<file path="config.mk">
export PLATFORM = sky130hd
export DESIGN_NAME = dmem_arbiter
export DESIGN_NICKNAME = d
export VERILOG_FILES = /design/src/rtl/dmem_pkg.sv /design/src/rtl/dmem_arbiter_starve.sv /design/src/rtl/dmem_arbiter.sv
export SDC_FILE = /design/constraint.sdc
export NUM_CORES = 1
export LEC_CHECK = 0
export CAP_MARGIN = 10
export CORE_AREA = 5 5 201 203
export DETAILED_ROUTE_END_ITERATION = 16
export DIE_AREA = 0 0 206 208
export PLACE_DENSITY = 0.59
export SYNTH_ARGS = -nofsm -noshare
export SYNTH_HDL_FRONTEND = slang
export SYNTH_HIERARCHICAL = 1
export SYNTH_SLANG_ARGS = --single-unit
export TNS_END_PERCENT = 1
</file>
<file path="constraint.sdc">
create_clock -name CLK -period 7.1 [get_ports CLK]
set_input_delay 1.42 -clock CLK [delete_from_list [all_inputs] [get_ports CLK]]
set_output_delay 1.42 -clock CLK [all_outputs]
set_load 0.005 [all_outputs]
</file>
<file path="src/rtl/dmem_pkg.sv">
// Shared types and constants for the data-memory arbiter between the CPU datapath and a DMA/debug port.
package dmem_pkg;

  localparam int WORD_BYTES         = 8;
  localparam int WORD_SHIFT         = $clog2(WORD_BYTES);
  localparam int DEF_MAX_BURST      = 4;
  localparam int DEF_STARVE_LIMIT   = 8;

  typedef enum logic [1:0] {
    IDLE     = 2'd0,
    DMA_XFER = 2'd1,
    CPU_TURN = 2'd2
  } arb_state_e;

  // Byte address of a burst beat; wraps silently past the top of the 64-bit space.
  function automatic logic [63:0] beat_addr(input logic [63:0] base, input logic [63:0] beat);
    return base + (beat << WORD_SHIFT);
  endfunction

endpackage

</file>
<file path="src/rtl/dmem_arbiter_starve.sv">
// Saturating wait counter for a pending DMA request; clear has priority over increment.
module dmem_arbiter_starve #(
  parameter int LIMIT = 8
) (
  input  logic CLK,
  input  logic resetl,
  input  logic clr,
  input  logic inc,
  output logic at_limit
);

  localparam int CW = (LIMIT > 2) ? $clog2(LIMIT) : 1;

  logic [CW-1:0] cnt;

  assign at_limit = (cnt == CW'(LIMIT - 1));

  always_ff @(posedge CLK or negedge resetl) begin
    if (!resetl) begin
      cnt <= '0;
    end else if (clr) begin
      cnt <= '0;
    end else if (inc && !at_limit) begin
      cnt <= cnt + 1'b1;
    end
  end

endmodule

</file>
<file path="src/rtl/dmem_arbiter.sv">
// Arbitrates the single DataMemory port between the CPU datapath and bursting DMA requester.
//
// state    | meaning
// ---------+-----------------------------------------------------------
// IDLE     | CPU owns the port; DMA request waits or is counted as starved
// DMA_XFER | DMA owns the port, one 64-bit beat per cycle
// CPU_TURN | guaranteed CPU cycle after every burst; no grant possible
module dmem_arbiter
  import dmem_pkg::*;
#(
  parameter int MAX_BURST    = DEF_MAX_BURST,
  parameter int STARVE_LIMIT = DEF_STARVE_LIMIT,
  localparam int LW          = $clog2(MAX_BURST)
) (
  input  logic          CLK,
  input  logic          resetl,
  input  logic          cpu_memread,
  input  logic          cpu_memwrite,
  input  logic [63:0]   cpu_addr,
  input  logic [63:0]   cpu_wdata,
  output logic          cpu_stall,
  input  logic          dma_req,
  input  logic          dma_we,
  input  logic [63:0]   dma_addr,
  input  logic [LW-1:0] dma_len,
  input  logic [63:0]   dma_wdata,
  output logic          dma_gnt,
  output logic [LW-1:0] dma_beat_idx,
  output logic          dma_done,
  output logic [63:0]   dma_rdata,
  output logic [63:0]   mem_addr,
  output logic [63:0]   mem_wdata,
  output logic          mem_read,
  output logic          mem_write,
  input  logic [63:0]   mem_rdata
);

  arb_state_e    state;
  logic [63:0]   base_q;
  logic [LW-1:0] beat_cnt;
  logic [LW-1:0] len_q;
  logic          we_q;

  logic cpu_access;
  logic in_idle;
  logic in_xfer;
  logic starve_hit;
  logic start;
  logic last_beat;

  assign cpu_access = cpu_memread | cpu_memwrite;
  assign in_idle    = (state == IDLE);
  assign in_xfer    = (state == DMA_XFER);
  assign start      = in_idle && dma_req && (!cpu_access || starve_hit);
  assign last_beat  = in_xfer && (beat_cnt == len_q);

  // Counter only advances while a request loses in IDLE; CPU_TURN and bursts hold it.
  dmem_arbiter_starve #(
    .LIMIT (STARVE_LIMIT)
  ) u_starve (
    .CLK      (CLK),
    .resetl   (resetl),
    .clr      (in_idle && (!dma_req || start)),
    .inc      (in_idle && dma_req && cpu_access),
    .at_limit (starve_hit)
  );

  always_ff @(posedge CLK or negedge resetl) begin
    if (!resetl) begin
      state    <= IDLE;
      base_q   <= '0;
      beat_cnt <= '0;
      len_q    <= '0;
      we_q     <= 1'b0;
    end else begin
      unique case (state)
        IDLE: begin
          if (start) begin
            state    <= DMA_XFER;
            base_q   <= dma_addr;
            len_q    <= dma_len;
            we_q     <= dma_we;
            beat_cnt <= '0;
          end
        end
        DMA_XFER: begin
          if (last_beat) begin
            state <= CPU_TURN;
          end else begin
            beat_cnt <= beat_cnt + 1'b1;
          end
        end
        CPU_TURN: begin
          state <= IDLE;
        end
        default: begin
          state <= IDLE;
        end
      endcase
    end
  end

  // Strobes are gated by resetl so nothing reaches memory while reset is held.
  always_comb begin
    mem_addr     = cpu_addr;
    mem_wdata    = cpu_wdata;
    mem_read     = 1'b0;
    mem_write    = 1'b0;
    cpu_stall    = 1'b0;
    dma_gnt      = 1'b0;
    dma_done     = 1'b0;
    dma_beat_idx = '0;
    if (in_xfer) begin
      mem_addr     = beat_addr(base_q, 64'(beat_cnt));
      mem_wdata    = dma_wdata;
      mem_read     = resetl & ~we_q;
      mem_write    = resetl & we_q;
      cpu_stall    = resetl & cpu_access;
      dma_gnt      = resetl;
      dma_done     = resetl & last_beat;
      dma_beat_idx = beat_cnt;
    end else begin
      mem_read  = resetl & cpu_memread;
      mem_write = resetl & cpu_memwrite;
    end
  end

  assign dma_rdata = mem_rdata;

endmodule

</file>
==> metrics.txt, run 1 <==
compound-gate portion of the synthesized area=6.49%; Post-Syn Area=0.00634 mm2; RSZ-0062 raised after global routing=no; Bufs on Longest Clock Path=2; Synth Area in Simple Gates=32.4%; status=complete, no violations; Clock Root Buffer=clkbuf_16; H-tree level count=3; Rel. slew slack=23.4%; Logic pwr share=59.1%; clock skew=0.0108 ns; Port Buffer Count=398; switching power=1340 uW; first-pass GRT wire length=48.4 mm; post-CTS setup repair buffer count=0; fin cells=1676; Die Span Y=208 um; I/O pin cnt=527; Avg WL per Cell=20.7 um; Worst-Margin Slew=1.14 ns; clock share of power=13.5%; GRT overflow=0; FF+latch count, synth=74; CP Class=reg2out; Total Nets Final=1483; detailed-route via count=6998; worst vdd ir=0.146 mV; post-synthesis adder-cell area fraction=1.11%; hpwl dp=29.3 mm; Syn Nets=1180; pin count of the biggest net entering global routing=97; internal power=1920 uW; Final Total Pwr=3260 uW; asr flop ratio synth=100%; combinational family with the most area after synthesis=simple AND/OR/NAND/NOR gates; Clock Latency Late Sink=0.35 ns; placed cells=1657; CTS Buf Count=9; fin. max-slew vios=0; Synth Flop Type=dfrtp_1; die span in x=206 um; Core Rows=72; Avg Vias per Cell=4.18; Fin. Hold Viols=0; Final Critical Period=5.72 ns; GRT Util Overall=15.5%; WP data arrival=4.30 ns; critical path capture point type=output port; core area=0.0383 mm2; CTS tree=yes; initial DRC count=425; cts hold-fix bufs=0; Flop pwr share=27.4%; mux cell area share after synthesis=13.3%; max frequency=175 MHz; Detail Route Antenna Nets=0; number of global-route vias before repair=6984; Final Setup Violations=0; TritonRoute pass-1 iters=5; Synth Area in XOR/XNOR=6.35%; Placer Congestion=0.821; Leakage=0.00427 uW; Hold Crit Class=reg2reg; count of cell types in the netlist=49; Post-synth EDFFs=0; Worst Path Max Fanout=8; syn avg cell area=7.49 um2; Synth Instances=847; antenna violations before repair=10; Post-Route WL=34.7 mm; Clk pin slew, worst setup/hold paths=0.06 ns; Post-CTS Resized=0; Worst EP required=5.68 ns; CTS Sinks=74; area growth from synthesis to layout=68.2%; Seq/Total Area, Yosys=29.2%; die area=0.0428 mm2; crit path launch type=flip-flop; Initial Util=16.6%; pwr/cell area=306 mW/mm2; max_cap viols=0; switching share of power=41.1%; drt drc=0; Tcrit/Tclk final=80.6%; post-route setup TNS=0 ns; layout cells sized above 1=8.83%; yosys warns=6
[critical path, cell delays in order (launching register included)]
cell and delay (ns):
dfrtp_1 0.41, ha_1 0.20, inv_1 0.06, fa_1 0.42, and4b_1 0.50, nand4_1 0.53, nor4_1 0.88, mux2i_1 0.18
a211o_1 0.32, clkdlybuf4s50_1 0.46
[layout by cell type (no fill, tap or decap), types with 12 or more instances in the layout]
cell / count
clkdlybuf4s50_1: 397
nand2_1: 291
dfrtp_1: 74
mux2_2: 68
o21ai_0: 50
nor2_1: 31
xnor2_1: 28
nand4_1: 25
nor4_1: 21
nand3_1: 18
xor2_1: 18
and2_1: 12
[through the flow]
| step | setup slack (ns) | utilization (%) | cell area, um2 | hold WS (ns) |
|---|---|---|---|---|
| after detailed placement | 1.78 | 27.1 | 10400 | 0.496 |
| after CTS | 1.34 | 27.8 | 10700 | 0.509 |
| after floorplan | 3.15 | - | 6340 | 0.479 |
| final | 1.38 | 27.8 | 10700 | 0.503 |
| after global placement | 1.84 | 27.1 | 10400 | 0.490 |
| after global routing | 1.14 | 27.8 | 10700 | 0.530 |
[worst paths after layout]
kind	slack, ns	cells after the start	end	start
min in group asynchronous	0.94	1	base_q[20]$_DFFE_PN0P_	resetl
max in group asynchronous	4.99	2	base_q[54]$_DFFE_PN0P_	resetl
min	0.50	1	base_q[61]$_DFFE_PN0P_	base_q[61]$_DFFE_PN0P_
min reg2reg	0.50	1	base_q[61]$_DFFE_PN0P_	base_q[61]$_DFFE_PN0P_
max	1.38	9	mem_addr[63]	beat_cnt[0]$_DFFE_PN0P_
max reg2reg	4.41	6	base_q[2]$_DFFE_PN0P_	u_starve/cnt[0]$_DFFE_PN0P_
[cells by family (layout without fill, tap and decap cells)]
family | after synthesis | after routing
AND/OR/NAND/NOR | 449 | 449
flip-flops | 74 | 74
adder cells (fa/ha/maj) | 5 | 5
XOR/XNOR | 46 | 46
buffers and inverters | 125 | 433
AO/OA/AOI/OAI | 73 | 73
other | 0 | 3
multiplexers | 75 | 75
[cell usage after synthesis, drive strengths merged, types with 2 or more instances]
| cell type | n | area, um2 |
|---|---|---|
| nand2 | 291 | 1090 |
| dfrtp | 74 | 1850 |
| buf | 69 | 500 |
| mux2 | 69 | 781 |
| o21ai | 52 | 260 |
| clkbuf | 45 | 169 |
| nor2 | 31 | 116 |
| xnor2 | 28 | 245 |
| nand4 | 26 | 169 |
| nor4 | 22 | 138 |
| nand3 | 19 | 100 |
| xor2 | 18 | 158 |
| and2 | 13 | 81.3 |
| and4 | 11 | 96.3 |
| inv | 11 | 41.3 |
| and3 | 9 | 56.3 |
| a31oi | 7 | 43.8 |
| nor3 | 7 | 35.0 |
| mux2i | 6 | 60.1 |
| ha | 4 | 50.1 |
| nor2b | 4 | 32.5 |
| nand2b | 3 | 18.8 |
| nand3b | 3 | 22.5 |
| or4 | 3 | 26.3 |
| a211o | 2 | 17.5 |
| a21boi | 2 | 15.0 |
| a21oi | 2 | 10.0 |
| nand4bb | 2 | 22.5 |
| o31ai | 2 | 15.0 |
| or3 | 2 | 12.5 |
[area by class of cell]
cell class	instances	area, um2
tap	518	648
clock inverter	4	26.3
clock buffer	12	246
sequential	74	1850
multi-input combinational	648	3800
timing repair buffer	406	4040
fill	4171	27600
inverter	11	41.3
antenna	3	7.51
[flip-flops by register name (all words and copies together) (netlist names)]
name,cells
len_q,2
base_q,64
we_q,1
u_starve/cnt,3
beat_cnt,2
state,2
[metal layers]
layer / up-vias / wire, um / global-route usage (%)
met4: 12 / 1530 / 6.75
met1: 3197 / 12300 / 16.4
met2: 305 / 17600 / 27.6
li1: 3398 / - / -
met5: - / 87 / 0.230
met3: 86 / 3260 / 5.56
[power by group through the flow]
stage	sequential [uW]	combinational (uW)	clock [uW]
detailed placement	903	1960	0
CTS	895	1970	464
global placement	889	1950	0
global route	936	2120	479
finish	895	1930	439
floorplan	807	944	0
Note: power is estimated with default switching activity, not from simulation.
==> run 2: changes to the inputs <==
- CORE_AREA: 5 5 201 203 -> 5 5 204 206
- DIE_AREA: 0 0 206 208 -> 0 0 209 211
- PLACE_DENSITY: 0.59 -> 0.58
- clock period: 7.1 -> 5.4 ns (I/O delays scaled with it)
==> run 2 against run 1 <==
Final cell count up 0.54%; clock power is 34% higher; cell area up 0.30%; first-iteration DRC count up 0.71%; register-to-register slack worse by 1.4 ns; largest power group unchanged; wire length shrank 2.2%; non-clock buffer count is 4 higher; via count down 0.94%; sequential share of layout area decreased by 0.053 points.
==> metrics.txt, run 2 (synthesis gave the netlist of run 1 again) <==
r2r endpoint=base_q[42]$_DFFE_PN0P_; worst vdd ir=0.224 mV (+53%); Worst EP required=4.32 ns (-1.36 ns); Hold Crit Class=reg2reg; Avg Vias per Cell=4.11 (-1.5%); number of global-route vias before repair=6880 (-1.5%); placed instance area=0.0104 mm2 (+0.36%); switching power=1780 uW (+33%); Clk pin slew, worst setup/hold paths=0.06 ns (about the same); worst hold slack=0.506 ns (+0.00286 ns); Worst Setup EP=mem_addr[47]; Clock Latency Late Sink=0.35 ns (about the same); Avg WL per Cell=20.2 um (-2.7%); antenna violations before repair=4 (-6); CTS Buf Count=9 (unchanged); Clock Root Buffer=clkbuf_16; most frequent cells in the layout=clkdlybuf4s50_1 (397), nand2_1 (291), dfrtp_1 (74); layout cells sized above 1=9.24% (+0.41 points); Setup crit start=beat_cnt[0]$_DFFE_PN0P_; Worst-Margin Slew=1.05 ns (-0.0935 ns); post-CTS setup repair buffer count=0 (unchanged); Placer Congestion=0.868 (+5.7%); drt drc=0 (unchanged); first-pass GRT wire length=47.8 mm (-1.2%); Initial Util=16.1% (-0.49 points); critical path capture point type=output port; area growth from synthesis to layout=68.7%; TritonRoute pass-1 iters=5 (unchanged); detailed-route via count=6932 (-0.94%); internal power=2530 uW (+31%); CP Class=reg2out; Post-Route WL=34.0 mm (-2.2%); fin. max-slew vios=0 (unchanged); Die Span Y=211 um (+1.4%); Final Setup Violations=0 (unchanged); Tcrit/Tclk final=92.7%; Total Nets Final=1487 (+0.27%); r2r setup slk=3.06 ns (-1.35 ns); Fin. Hold Viols=0 (unchanged); Logic pwr share=58.5% (-0.6 points); Largest register FFs=64 (unchanged); H-tree level count=3 (unchanged); Final Total Pwr=4310 uW (+32%); max_cap viols=0 (unchanged); die span in x=209 um (+1.5%); Flop pwr share=27.9% (+0.5 points); crit path launch type=flip-flop; hpwl dp=28.2 mm (-3.7%); switching share of power=41.4% (+0.31 points); Reg2Reg Depth=5 (-1); Final Critical Period=5.00 ns; critical-path cell list=ha_1 -> inv_1 -> fa_1 -> and4b_1 -> nand4_1 -> nor4_1 -> mux2i_1 -> nand2_1 -> clkdlybuf4s50_1; GRT Util Overall=14.5% (-0.99 points); Fill cells=4290 (+2.9%); pin count of the biggest net entering global routing=97 (unchanged); Top reg by flops=base_q; clock skew=0.00521 ns (-0.00557 ns); design area=0.0107 mm2 (+0.30%); Worst Path Max Fanout=8 (unchanged); cts hold-fix bufs=0 (unchanged); RR Startpoint=u_starve/cnt[0]$_DFFE_PN0P_; Rel. slew slack=30.3% (+6.9 points); pwr/cell area=403 mW/mm2 (+32%); die area=0.0441 mm2 (+2.9%); Post-CTS Resized=0 (unchanged); Port Buffer Count=398 (unchanged); status=complete, no violations; WP data arrival=3.92 ns (-0.38 ns); I/O pin cnt=527 (unchanged); Detail Route Antenna Nets=0 (unchanged); RSZ-0062 raised after global routing=no; Regs by FF count=base_q (64), u_starve/cnt (3); post-route setup TNS=0 ns (unchanged); GRT overflow=0 (unchanged); Leakage=0.00430 uW (+0.58%); max frequency=200 MHz; slowest stage cell, crit path=nor4_1; core area=0.0395 mm2 (+3.1%); Bufs on Longest Clock Path=2 (unchanged); CTS tree=yes; commonest non-fill, non-tap cell in the layout=clkdlybuf4s50_1; initial DRC count=428 (+0.71%); CP max stage delay=0.59 ns (-0.29 ns); clock share of power=13.7% (+0.2 points); Core Rows=73 (+1.4%); CTS Sinks=74 (unchanged)
[run 2: cell types whose count changed in the layout (fill, tap and decap cells not counted)]
cell,delta
nor3_1,-1
clkinv_2,+1
nor4_2,-1
nor3_2,+1
diode_2,-1
inv_6,-1
clkbuf_1,-2
nor4_1,+1
buf_4,+4
clkinv_4,+1
[run 2: area by class of cell]
class	instances	area, um2	share of cell area [%]
antenna	2	5.00	0.0468
clock buffer	10	239	2.23
clock inverter	5	31.3	0.293
inverter	11	41.3	0.386
multi-input combinational	648	3800	35.5
sequential	74	1850	17.3
tap	525	657	6.14
timing repair buffer	410	4070	38.1
[run 2: stage by stage]
| stage | cells | setup slack [ns] | utilization, % |
|---|---|---|---|
| after CTS | 1683 | 0.338 | 27.1 |
| after global routing | 1683 | 0.0855 | 27.1 |
| after global placement | 1668 | 0.796 | 26.4 |
| after floorplan | 847 | 1.79 | - |
| final | 1685 | 0.396 | 27.1 |
| after detailed placement | 1668 | 0.763 | 26.4 |
[run 2: critical path: cells and delay by family, from the launching register on]
| family | cells | cell delay [ns] |
|---|---|---|
| flops | 1 | 0.42 |
| mux | 1 | 0.33 |
| buf+inv | 2 | 0.51 |
| simple gates | 4 | 1.70 |
| fa+ha+maj | 2 | 0.60 |
[run 2: power by group through the flow]
stage | registers (uW) | clock network, uW | logic (uW)
floorplan | 1060 | 0 | 1240
global placement | 1190 | 0 | 2540
detailed placement | 1210 | 0 | 2550
CTS | 1200 | 621 | 2570
global route | 1250 | 639 | 2750
finish | 1200 | 588 | 2520
[run 2: worst min path at each step]
stage	from	endpoint	depth (start not counted)
floorplan	base_q[0]$_DFFE_PN0P_	base_q[0]$_DFFE_PN0P_	1
global placement	base_q[1]$_DFFE_PN0P_	base_q[1]$_DFFE_PN0P_	1
detailed placement	base_q[1]$_DFFE_PN0P_	base_q[1]$_DFFE_PN0P_	1
CTS	base_q[1]$_DFFE_PN0P_	base_q[1]$_DFFE_PN0P_	1
global route	base_q[2]$_DFFE_PN0P_	base_q[2]$_DFFE_PN0P_	1
finish	base_q[1]$_DFFE_PN0P_	base_q[1]$_DFFE_PN0P_	1
[run 2: layer usage]
metal / up-vias / routed length [um] / track usage (%)
met1: 3144 / 14000 / 18.1
met2: 297 / 16500 / 24.6
met4: 4 / 1090 / 4.79
met3: 79 / 2340 / 3.88
li1: 3408 / - / -
met5: - / 23 / 0
==> run 3: changes to the inputs <==
- CAP_MARGIN: 10 -> default
==> results of run 3 <==
Same layout as run 2: the final DEF is identical, and so are final timing and power.
